==> config.mk <==
export PLATFORM = sky130hd
export DESIGN_NAME = sdr_ref_timer
export DESIGN_NICKNAME = d
export VERILOG_FILES = /design/src/rtl/sdr_ref_timer_pkg.sv /design/src/rtl/sdr_ref_interval_cnt.sv /design/src/rtl/sdr_ref_timer.sv
export SDC_FILE = /design/constraint.sdc
export NUM_CORES = 1
export LEC_CHECK = 0
export CAP_MARGIN = 10
export CORE_UTILIZATION = 50
export CTS_BUF_LIST = sky130_fd_sc_hd__clkbuf_16
export DETAILED_ROUTE_END_ITERATION = 10
export HOLD_SLACK_MARGIN = 0.1
export PLACE_DENSITY_LB_ADDON = 0.2
export SLEW_MARGIN = 15
export SYNTH_ARGS = -nofsm -noshare
export SYNTH_HDL_FRONTEND = slang
export SYNTH_SLANG_ARGS = --single-unit
==> constraint.sdc <==
create_clock -name pclk -period 2.45 [get_ports pclk]
set_input_delay 0.6125 -clock pclk [delete_from_list [all_inputs] [get_ports pclk]]
set_output_delay 0.6125 -clock pclk [all_outputs]
set_load 0.005 [all_outputs]
==> src/rtl/sdr_ref_timer_pkg.sv <==
// Shared SDRAM controller constants and refresh-timer types.
package sdr_parameters;

  localparam int NUM_CLK_REF_INTERVAL = 780;
  localparam int REF_MAX_PENDING      = 8;
  localparam int REF_URGENT_THRESH    = 4;

  typedef enum logic [1:0] {
    R_IDLE  = 2'd0,
    R_REQ   = 2'd1,
    R_ACKED = 2'd2
  } ref_state_t;

endpackage

==> src/rtl/sdr_ref_interval_cnt.sv <==
// Refresh interval counter: wraps every INTERVAL enabled cycles and emits
// a one-cycle tick in the cycle after the wrap.
module sdr_ref_interval_cnt
  import sdr_parameters::*;
#(
  parameter int INTERVAL = NUM_CLK_REF_INTERVAL,
  parameter int CNT_W    = 16
) (
  input  logic clk_i,
  input  logic rst_i,
  input  logic clr_i,
  input  logic en_i,
  output logic tick_o
);

  localparam logic [CNT_W-1:0] CNT_LAST = CNT_W'(INTERVAL - 1);

  logic [CNT_W-1:0] cnt_q, cnt_d;
  logic             wrap_q, wrap_d;
  logic             tick_q, tick_d;

  always_comb begin
    cnt_d  = cnt_q;
    wrap_d = 1'b0;
    tick_d = 1'b0;
    if (clr_i) begin
      cnt_d = '0;
    end else begin
      tick_d = wrap_q;
      if (en_i) begin
        if (cnt_q == CNT_LAST) begin
          cnt_d  = '0;
          wrap_d = 1'b1;
        end else begin
          cnt_d = cnt_q + CNT_W'(1);
        end
      end else begin
        cnt_d = cnt_q;
      end
    end
  end

  always_ff @(posedge clk_i) begin
    if (rst_i) begin
      cnt_q  <= '0;
      wrap_q <= 1'b0;
      tick_q <= 1'b0;
    end else begin
      cnt_q  <= cnt_d;
      wrap_q <= wrap_d;
      tick_q <= tick_d;
    end
  end

  assign tick_o = tick_q;

endmodule

==> src/rtl/sdr_ref_timer.sv <==
// Auto-refresh request generator: tracks owed refreshes and hands them one
// at a time to the command FSM via a req/ack handshake.
module sdr_ref_timer
  import sdr_parameters::*;
#(
  parameter int REF_INTERVAL_CLK = NUM_CLK_REF_INTERVAL,
  parameter int CNT_W            = 16,
  parameter int MAX_PENDING      = REF_MAX_PENDING,
  parameter int URGENT_THRESH    = REF_URGENT_THRESH
) (
  input  logic       pclk,
  input  logic       preset,
  input  logic       init_done,
  input  logic       ref_en,
  input  logic       ref_ack,
  output logic       ref_req,
  output logic       ref_urgent,
  output logic [3:0] pending_cnt,
  output logic       ref_overflow,
  output logic       ref_tick
);

  localparam logic [3:0] PEND_MAX = 4'(MAX_PENDING);
  localparam logic [3:0] PEND_URG = 4'(URGENT_THRESH);

  ref_state_t state_q, state_d;
  logic [3:0] pending_q, pending_d;
  logic       ovf_q, ovf_d;
  logic       ack_q;
  logic       req_q;
  logic       urgent_q;
  logic       tick;
  logic       ack_rise;
  logic       accept;

  sdr_ref_interval_cnt #(
    .INTERVAL (REF_INTERVAL_CLK),
    .CNT_W    (CNT_W)
  ) u_interval_cnt (
    .clk_i  (pclk),
    .rst_i  (preset),
    .clr_i  (~init_done),
    .en_i   (ref_en),
    .tick_o (tick)
  );

  // Only a fresh ack edge while a request is outstanding retires a refresh.
  assign ack_rise = ref_ack & ~ack_q;
  assign accept   = ack_rise & (state_q == R_REQ);

  always_comb begin
    state_d   = state_q;
    pending_d = pending_q;
    ovf_d     = ovf_q;
    if (!init_done) begin
      pending_d = 4'd0;
      state_d   = R_IDLE;
    end else begin
      if (tick && !accept) begin
        if (pending_q == PEND_MAX) begin
          ovf_d = 1'b1;
        end else begin
          pending_d = pending_q + 4'd1;
        end
      end else if (accept && !tick) begin
        if (pending_q != 4'd0) begin
          pending_d = pending_q - 4'd1;
        end else begin
          pending_d = pending_q;
        end
      end else begin
        pending_d = pending_q;
      end

      case (state_q)
        R_IDLE: begin
          if (pending_d != 4'd0) state_d = R_REQ;
          else                   state_d = R_IDLE;
        end
        R_REQ: begin
          if (accept) state_d = R_ACKED;
          else        state_d = R_REQ;
        end
        // Hold off re-requesting until the previous grant's ack is released.
        R_ACKED: begin
          if (!ref_ack) state_d = (pending_d != 4'd0) ? R_REQ : R_IDLE;
          else          state_d = R_ACKED;
        end
        default: state_d = R_IDLE;
      endcase
    end
  end

  always_ff @(posedge pclk) begin
    if (preset) begin
      state_q   <= R_IDLE;
      pending_q <= 4'd0;
      ovf_q     <= 1'b0;
      ack_q     <= 1'b0;
      req_q     <= 1'b0;
      urgent_q  <= 1'b0;
    end else begin
      state_q   <= state_d;
      pending_q <= pending_d;
      ovf_q     <= ovf_d;
      ack_q     <= ref_ack;
      req_q     <= (state_d == R_REQ);
      urgent_q  <= (pending_d >= PEND_URG);
    end
  end

  assign ref_req      = req_q;
  assign ref_urgent   = urgent_q;
  assign pending_cnt  = pending_q;
  assign ref_overflow = ovf_q;
  assign ref_tick     = tick;

endmodule

# Yosys cells after proc, flatten, opt, wreduce, memory -nomap -nowiden

Cells that the tools add are included.

$add $sub $neg: 3
Magnitude comparators: 1
Equal/unequal tests: 5
Multiplexer cells: 13
Bitwise operators: 5
Reductions and logical operators: 10

Operator list:

| cell                                                                                | count |
|---|---|
| 4-bit two-way mux                                                                   | 6 |
| 16-bit by 1-bit adder with 16-bit output, second input constant                     | 1 |
| 16-bit by 10-bit == test with 1-bit output, second input constant                   | 1 |
| 16-bit two-way mux                                                                  | 1 |
| 4-bit nonzero test                                                                  | 2 |
| 2-bit two-way mux                                                                   | 3 |
| 2-bit case mux with 3 select lines                                                  | 1 |
| 4-bit by 1-bit adder with 4-bit output, second input constant                       | 1 |
| 2-bit by 1-bit == test with 1-bit output, second input constant                     | 2 |
| 4-bit == test, second input constant                                                | 1 |
| 4-bit by 3-bit greater-or-equal comparator with 1-bit output, second input constant | 1 |
| 4-bit by 1-bit subtractor with 4-bit output, second input constant                  | 1 |
| 1-bit inverter                                                                      | 3 |
| 3-bit AND reduction                                                                 | 1 |
| 3-bit OR reduction                                                                  | 1 |
| 1-bit AND                                                                           | 2 |
| 2-bit == test, second input constant                                                | 1 |
| 1-bit logical AND                                                                   | 2 |
| 1-bit zero test                                                                     | 2 |
| 2-bit zero test                                                                     | 1 |
| 1-bit two-way mux                                                                   | 2 |
| 2-bit OR reduction                                                                  | 1 |

Flip-flop bits (word level): 28
Output and inout port bits: 8

# Logic depth before layout (Yosys ltp)

Gate-level depths: netlist of the first run.

Word-level depth: 13
Gate-level depth with buffers: 7
Gate-level depth less buffers: 7

# Hierarchy

A second synthesis of the first run with hierarchy kept.

Cells, all modules: 157
Area, all modules: 1,388.8 um^2

Modules (own cells, without submodules):

| module               | instances | cells an instance | area each (um^2) | sequential area each (um^2) |
|---|---|---|---|---|
| sdr_ref_interval_cnt | 1         | 87                | 804.5            | 360.3 |
| sdr_ref_timer        | 1         | 70                | 584.3            | 200.2 |

# Worst setup path before layout of the first run

OpenSTA, ideal clock, no wires.

Path type: input port to flip-flop
Start point: in ref_ack
End point: reg req_q (netlist: ref_req)
Setup time: 0.125 ns
Arrival time: 1.839 ns
Slack: 0.485 ns
Cell stages on the path: 6
Path buffers: 1
Cell sequence: nand4bb_1 -> buf_6 -> mux2_2 -> a211oi_2 -> nand3_1 -> o41a_1

Word-level cells in the longest chain between the ends: 12
Elaborated cells on any way between the ends: 15

Ends and longest elaborated chain:

| element                                                | line                                     | RTL |
|---|---|---|
| start, declared                                        | sdr_ref_timer.sv:15                      | `input logic ref_ack,` |
| 1-bit AND                                              | sdr_ref_timer.sv:48                      | `assign ack_rise = ref_ack & ~ack_q;` |
| 1-bit AND                                              | sdr_ref_timer.sv:49                      | `assign accept = ack_rise & (state_q == R_REQ);` |
| 1-bit logical AND or 1-bit zero test (tied branches)   | sdr_ref_timer.sv:65, sdr_ref_timer.sv:59 |  |
| 4-bit two-way mux or 1-bit logical AND (tied branches) | sdr_ref_timer.sv:65, sdr_ref_timer.sv:59 |  |
| 4-bit two-way mux                                      | sdr_ref_timer.sv:59                      | `if (tick && !accept) begin` |
| 4-bit two-way mux                                      | sdr_ref_timer.sv:55                      | `if (!init_done) begin` |
| 4-bit nonzero test                                     | sdr_ref_timer.sv:77, sdr_ref_timer.sv:86 |  |
| 1-bit two-way mux                                      | sdr_ref_timer.sv:77, sdr_ref_timer.sv:86 |  |
| 2-bit two-way mux                                      | sdr_ref_timer.sv:86                      | `if (!ref_ack) state_d = (pending_d != 4'd0) ? R_REQ : R_IDLE;` |
| 2-bit case mux with 3 select lines (*)                 | sdr_ref_timer.sv:75                      | `case (state_q)` |
| 2-bit two-way mux (*)                                  | sdr_ref_timer.sv:55                      |  |
| 2-bit by 1-bit == test with 1-bit output (*)           | sdr_ref_timer.sv:107                     | `req_q <= (state_d == R_REQ);` |
| end signal, assigned                                   | sdr_ref_timer.sv:107                     |  |
| end, declared                                          | sdr_ref_timer.sv:30                      | `logic req_q;` |

Every way passes the cells marked *; elsewhere a longest branch is shown, timed or not. The select of a mux whose other input is x is not followed.
A chain may end at the register's enable or synchronous reset.

# Worst setup path after layout of the first run

Start point: in ref_ack
End point: reg state_q[0]

Word-level cells in the longest chain between the ends: 11
Elaborated cells on any way between the ends: 14

Ends and longest elaborated chain:

| element                                                | line                                     | RTL |
|---|---|---|
| 1-bit AND                                              | sdr_ref_timer.sv:48                      |  |
| 1-bit AND                                              | sdr_ref_timer.sv:49                      |  |
| 1-bit logical AND or 1-bit zero test (tied branches)   | sdr_ref_timer.sv:65, sdr_ref_timer.sv:59 |  |
| 4-bit two-way mux or 1-bit logical AND (tied branches) | sdr_ref_timer.sv:65, sdr_ref_timer.sv:59 |  |
| 4-bit two-way mux                                      | sdr_ref_timer.sv:59                      |  |
| 4-bit two-way mux                                      | sdr_ref_timer.sv:55                      |  |
| 4-bit nonzero test                                     | sdr_ref_timer.sv:77, sdr_ref_timer.sv:86 |  |
| 1-bit two-way mux                                      | sdr_ref_timer.sv:77, sdr_ref_timer.sv:86 |  |
| 2-bit two-way mux                                      | sdr_ref_timer.sv:86                      |  |
| 2-bit case mux with 3 select lines (*)                 | sdr_ref_timer.sv:75                      |  |
| 2-bit two-way mux (*)                                  | sdr_ref_timer.sv:55                      |  |
| end signal, assigned                                   | sdr_ref_timer.sv:103                     | `state_q <= state_d;` |
| end, declared                                          | sdr_ref_timer.sv:26                      | `ref_state_t state_q, state_d;` |

Marked as above.

==> out/metrics.csv, run 1 <==
stage;metric;value;unit
run_status;outcome;finished, final reports clean;
finish;mostFrequentLayoutCells;dfxtp_1, nor2_1, clkdlybuf4s50_1;
die;core_area;2480;um2
finish;final_nets;175;
global_route;grt_pass1_wl;4420;um
setup_path;cp-start-kind;primary input;
logic_synthesis;avgSynthCellArea;9.16;um2
setup_path;criticalPathCategory;in -> reg;
routing;viasPerCell;5.61;
hold_path;worst_hold_path_type;reg -> reg;
power;clkPwrFrac;42.1;%
die;pin_count;13;
logic_synthesis;synth_mux_area_share;3.25;%
setup_path;r2r_start;pending_cnt[0];
die;fp.dieH;53.2;um
logic_synthesis;synth-seq-area-share;42.8;%
finish;final_common_cell;dfxtp_1;
place;place_hpwl;1960;um
sta;setup_violations;0;
logic_synthesis;synth_top_family_by_area;simple AND/OR/NAND/NOR gates;
setup_path;r2r_end;state_q[0];
setup_path;crit_fanout;5;
power;p_comb_share;3.3;%
cts;clk_pin_slew_worst_paths;0.06;ns
power;p_total;0.841;mW
hold_path;whs_endpoint;u_interval_cnt.tick_o;
cts;postCtsSetupRepairBufs;0;
routing;drc_errors;0;
finish;nFillCells;214;
die;die_area;2830;um2
power;ir_drop;500;uV
logic_synthesis;synth_edf_count;0;
cts;cts_buffer_depth;2;
logic_synthesis;yosys.area_share.simple;27.4;%
global_route;gr-total-overflow;0;
setup_path;arrival;2.37;ns
place;portBuffers;12;
die;initial_core_util;52.9;%
place;pre_cts_ws;-0.0347;ns
sta;max_freq;448;MHz
global_route;grt_pass1_vias;1035;
place;place_inst;192;
logic_synthesis;synth_area;1310;um2
routing;wire_per_inst;13.2;um
hold_path;min_path_cells;1;
power;pwr_density_cell;522;nW/um2
logic_synthesis;ys.flop_type;dfxtp_1;
die;die_w;53.2;um
power;internal-power;0.690;mW
setup_path;ff2ff_setup_slack;0.42;ns
global_route;antenna_found_initial;0;
routing;first_pass_iters;4;
sta;finalMaxSlewViolations;0;
power;p_leak;0.596;nW
logic_synthesis;synth_nets;151;
cts;cts-root-buf;clkbuf_16;
logic_synthesis;synth-compound-area-share;9.65;%
global_route;gr-usage-met1;28.1;%
sta;finalSetupTns;0;ns
global_route;gr-usage-met2;35.9;%
logic_synthesis;synth-seq-cells;28;
sta;post-route-min-period;2.23;ns
finish;area_growth;22.9;%
cts;cts.sinks;28;
sta;max_slew_margin;74.9;%
sta;rsz0062_at_grt;no;
power;pwr-share-seq;54.6;%
cts;clock_latency;0.26;ns
sta;fin_ws;0.220;ns
sta;post-route-period-util;91.0;%
logic_synthesis;async_flop_share;0;%
logic_synthesis;synthCells;143;
routing;drt_wl_total;2580;um
setup_path;cp.required;2.59;ns
cts;cts_buffers;3;
cts;cts_hold_buf;0;
routing;final_antenna_net_count;0;
power;p_sw_share;17.9;%
logic_synthesis;yosys_warnings;0;
logic_synthesis;synth_xor_area_share;11.4;%
sta;hold_viol_final;0;
global_route;top_usage_layer;met2;
hold_path;worstHoldStart;u_interval_cnt.wrap_q;
global_route;grtUsageTotal;21.7;%
setup_path;crit_path_end_kind;flip-flop;
cts;post_cts_resize_count;0;
routing;num_vias;1100;
global_route;met3_usage;5.17;%
setup_path;reg2reg_depth;7;
finish;final_cells;196;
finish;diodes;0;
cts;cts_tree;yes;
cts;cts_htree_levels;1;
global_route;grt_max_degree;17;
sta;worst_slew_pin_slew;0.372;ns
routing;drt-initial-drc-count;22;
die;rows;18;
power;netSwitchingPower;0.151;mW
place;gp_congestion;0.839;
finish;drive_gt1_share;10.2;%
job;drv_cap;0;
logic_synthesis;synth_fa_ha_area_share;2.87;%
logic_synthesis;post_synth_num_cell_types;39;
sta;skew;0.00403;ns
synth_stat cells (all sizes together) (2+ instances only):
cell    number  area share (%)
a21o         2             1.1
a21oi        3             1.1
a31oi        2            0.95
and2         2            0.95
and3         2            0.95
buf          2             1.2
dfxtp       28              43
ha           3             2.9
inv          5             1.4
mux2         2             1.7
mux2i        2             1.5
nand2        9             2.6
nand2b       2            0.95
nand3        3             1.1
nand4        7             3.3
nor2        25             7.2
nor2b        2            0.95
nor3         3             1.1
nor3b        2             1.1
nor4         3             1.4
o41a         2             1.7
or4          2             1.4
xnor2        7             4.7
xor2        10             6.7
area by class of cell:
| type | count | area, um2 | area share (%) |
|---|---|---|---|
| multi-input cells | 108 | 714 | 44.4 |
| flip-flops and latches | 28 | 561 | 34.8 |
| repair buffers | 21 | 200 | 12.4 |
| clock buffers | 3 | 75.1 | 4.66 |
| well taps | 30 | 37.5 | 2.33 |
| inverters | 5 | 18.8 | 1.17 |
| clock inverters | 1 | 3.75 | 0.233 |
worst max-delay path by stage:
stage	cells past startpoint	slack, ns	start	end
after floorplan	6	0.49	ref_ack	ref_req
after global placement	7	0.04	ref_ack	ref_req
after detailed placement	7	-0.03	ref_ack	ref_req
after CTS	6	0.23	ref_ack	state_q[0]
after global routing	7	0.12	ref_ack	state_q[0]
final	7	0.22	ref_ack	state_q[0]
registers in the layout, summed over array words and instances, names as in the netlist:
name	count
ack_q	1
ref_urgent	1
u_interval_cnt.cnt_q	16
pending_cnt	4
ref_req	1
state_q	2
u_interval_cnt.wrap_q	1
u_interval_cnt.tick_o	1
ref_overflow	1
through the flow:
stage | hold WS [ns] | cell area (um2) | util, %
detailed placement | 0.415 | 1530 | 61.8
global placement | 0.407 | 1530 | 61.8
global route | 0.440 | 1610 | 65.0
floorplan | 0.406 | 1310 | -
CTS | 0.430 | 1610 | 65.0
finish | 0.430 | 1610 | 65.0
power groups by stage:
stage                     sequential, mW  clock (mW)  combinational [mW]
after floorplan                    0.469           0              0.0113
after global placement             0.469           0              0.0272
after detailed placement           0.469           0              0.0283
after CTS                          0.459       0.366              0.0286
after global routing               0.459       0.380              0.0311
final                              0.459       0.354              0.0281
logic make-up (layout without fill, tap and decap cells):
logic type      count (synthesis)  after routing
buf+inv                         7             30
flops                          28             28
mux                             4              4
simple gates                   68             68
fa+ha+maj                       3              3
xor+xnor                       17             17
compound gates                 16             16
routing by layer:
metal  wire length, um  part of all wire, %  vias up
met4                11                 0.43        0
met3                85                  3.3        2
li1                  -                    -      551
met1              1250                   48      529
met5                 0                    0        -
met2              1240                   48       18
worst max-delay path: stages:
cell,delay [ns]
clkdlybuf4s50_1,0.50
nand4bb_1,0.21
buf_4,0.22
nor2_1,0.18
mux2i_1,0.10
a21o_1,0.20
o41a_1,0.36
(Power assumes the default switching activity.)
==> run 2, diff against run 1 <==
PLACE_DENSITY = 0.74   (was default)
PLACE_DENSITY_LB_ADDON = default   (was 0.2)
==> run 2 against run 1 <==
Design area is 0.78% lower. Die area unchanged. Non-clock buffer count unchanged. Largest cell class unchanged.
==> out/metrics.csv, run 2 (synthesis results as in run 1) <==
stage;metric;value;unit
run_status;outcome;finished, final reports clean;
global_route;gr-total-overflow;0;
setup_path;cp-start-kind;primary input;
die;initial_core_util;52.9;%
cts;clk_pin_slew_worst_paths;0.06;ns
cts;cts_tree;yes;
finish;top_register;u_interval_cnt.cnt_q;
routing;first_pass_iters;4;
setup_path;crit_fanout;5;
power;pwr_density_cell;529;nW/um2
power;ir_drop;626;uV
finish;drive_gt1_share;10.2;%
routing;wire_per_inst;12.5;um
global_route;grtUsageTotal;20.7;%
finish;area_growth;22.0;%
global_route;grt_pass1_vias;991;
sta;max_slew_margin;76.7;%
routing;drc_errors;0;
hold_path;worst_hold_path_type;reg -> reg;
cts;cts_buffers;3;
global_route;grt_max_degree;17;
sta;post-route-period-util;91.5;%
sta;finalSetupTns;0;ns
die;rows;18;
finish;final_common_cell;dfxtp_1;
sta;hold_viol_final;0;
routing;drt_wl_total;2450;um
global_route;grt_pass1_wl;4230;um
sta;skew;0.00322;ns
power;p_leak;0.590;nW
cts;postCtsSetupRepairBufs;0;
job;drv_cap;0;
sta;worst_slew_pin_slew;0.347;ns
setup_path;crit_path_end_kind;flip-flop;
cts;cts_buffer_depth;2;
finish;mostFrequentLayoutCells;dfxtp_1, nor2_1, clkdlybuf4s50_1;
cts;post_cts_resize_count;0;
finish;final_nets;175;
global_route;antenna_found_initial;0;
routing;final_antenna_net_count;0;
place;portBuffers;12;
routing;viasPerCell;5.49;
finish;largest_reg_flops;16;
setup_path;arrival;2.38;ns
sta;rsz0062_at_grt;no;
cts;cts_htree_levels;1;
die;die_area;2830;um2
cts;clock_latency;0.26;ns
sta;hold_ws;0.459;ns
die;core_area;2480;um2
setup_path;criticalPathCategory;in -> reg;
die;die_w;53.2;um
finish;diodes;0;
place;place_hpwl;1870;um
cts;cts_hold_buf;0;
cts;cts-root-buf;clkbuf_16;
die;fp.dieH;53.2;um
cts;cts.sinks;28;
setup_path;cp.required;2.59;ns
sta;max_freq;446;MHz
routing;num_vias;1077;
die;pin_count;13;
sta;finalMaxSlewViolations;0;
place;gp_congestion;0.804;
routing;drt-initial-drc-count;9;
sta;setup_violations;0;
sta;post-route-min-period;2.24;ns
run 2: cell counts in the layout (fill, tap and decap cells not counted):
Identical to the previous run, type by type.
run 2: per-layer routing:
metal	wire length [um]	track usage, %	share of wire (%)	up-vias
met3	67	5.17	2.7	2
met4	19	5.26	0.78	0
met5	0	0	0	-
met1	1170	26.3	48	509
met2	1180	34.6	48	14
li1	-	-	-	552
run 2: where the power goes:
group          switching (mW)  leakage (nW)  internal [mW]
sequential            0.00156         0.226          0.457
clock                   0.143        0.0385          0.218
combinational          0.0126         0.326         0.0126
total                   0.157         0.590          0.688
run 2: layout make-up:
type                            count  area [um2]
Multi-Input combinational cell    108         714
Clock buffer                        3        75.1
Fill cell                         224         880
Timing Repair Buffer               21         188
Clock inverter                      1        3.75
Sequential cell                    28         561
Inverter                            5        18.8
Tap cell                           30        37.5
run 2: worst max-delay path: stages:
cell             delay, ns
clkdlybuf4s50_1       0.49
nand4bb_1             0.22
buf_4                 0.22
nor2_1                0.16
mux2i_1               0.10
a21o_1                0.21
o41a_1                0.37
run 2: stage by stage:
step | instances | cell area (um2) | worst slack [ns] | power (mW) | utilization, %
6_report | 196 | 1600 | 0.209 | 0.845 | 64.5
5_1_grt | 196 | 1600 | 0.0832 | 0.874 | 64.5
4_1_cts | 196 | 1600 | 0.195 | 0.855 | 64.5
3_5_place_dp | 192 | 1520 | -0.0785 | 0.494 | 61.3
3_3_place_gp | 192 | 1520 | 0.0474 | 0.493 | 61.3
2_1_floorplan | 143 | 1310 | 0.485 | 0.480 | -
run 2: worst paths after layout:
kind,cells past startpoint,endpoint,start,slack [ns]
setup / recovery,7,ref_req,ref_ack,0.21
hold / removal,1,u_interval_cnt.tick_o,u_interval_cnt.wrap_q,0.46
setup reg to reg,7,ref_req,pending_cnt[0],0.39
hold reg to reg,1,u_interval_cnt.tick_o,u_interval_cnt.wrap_q,0.46
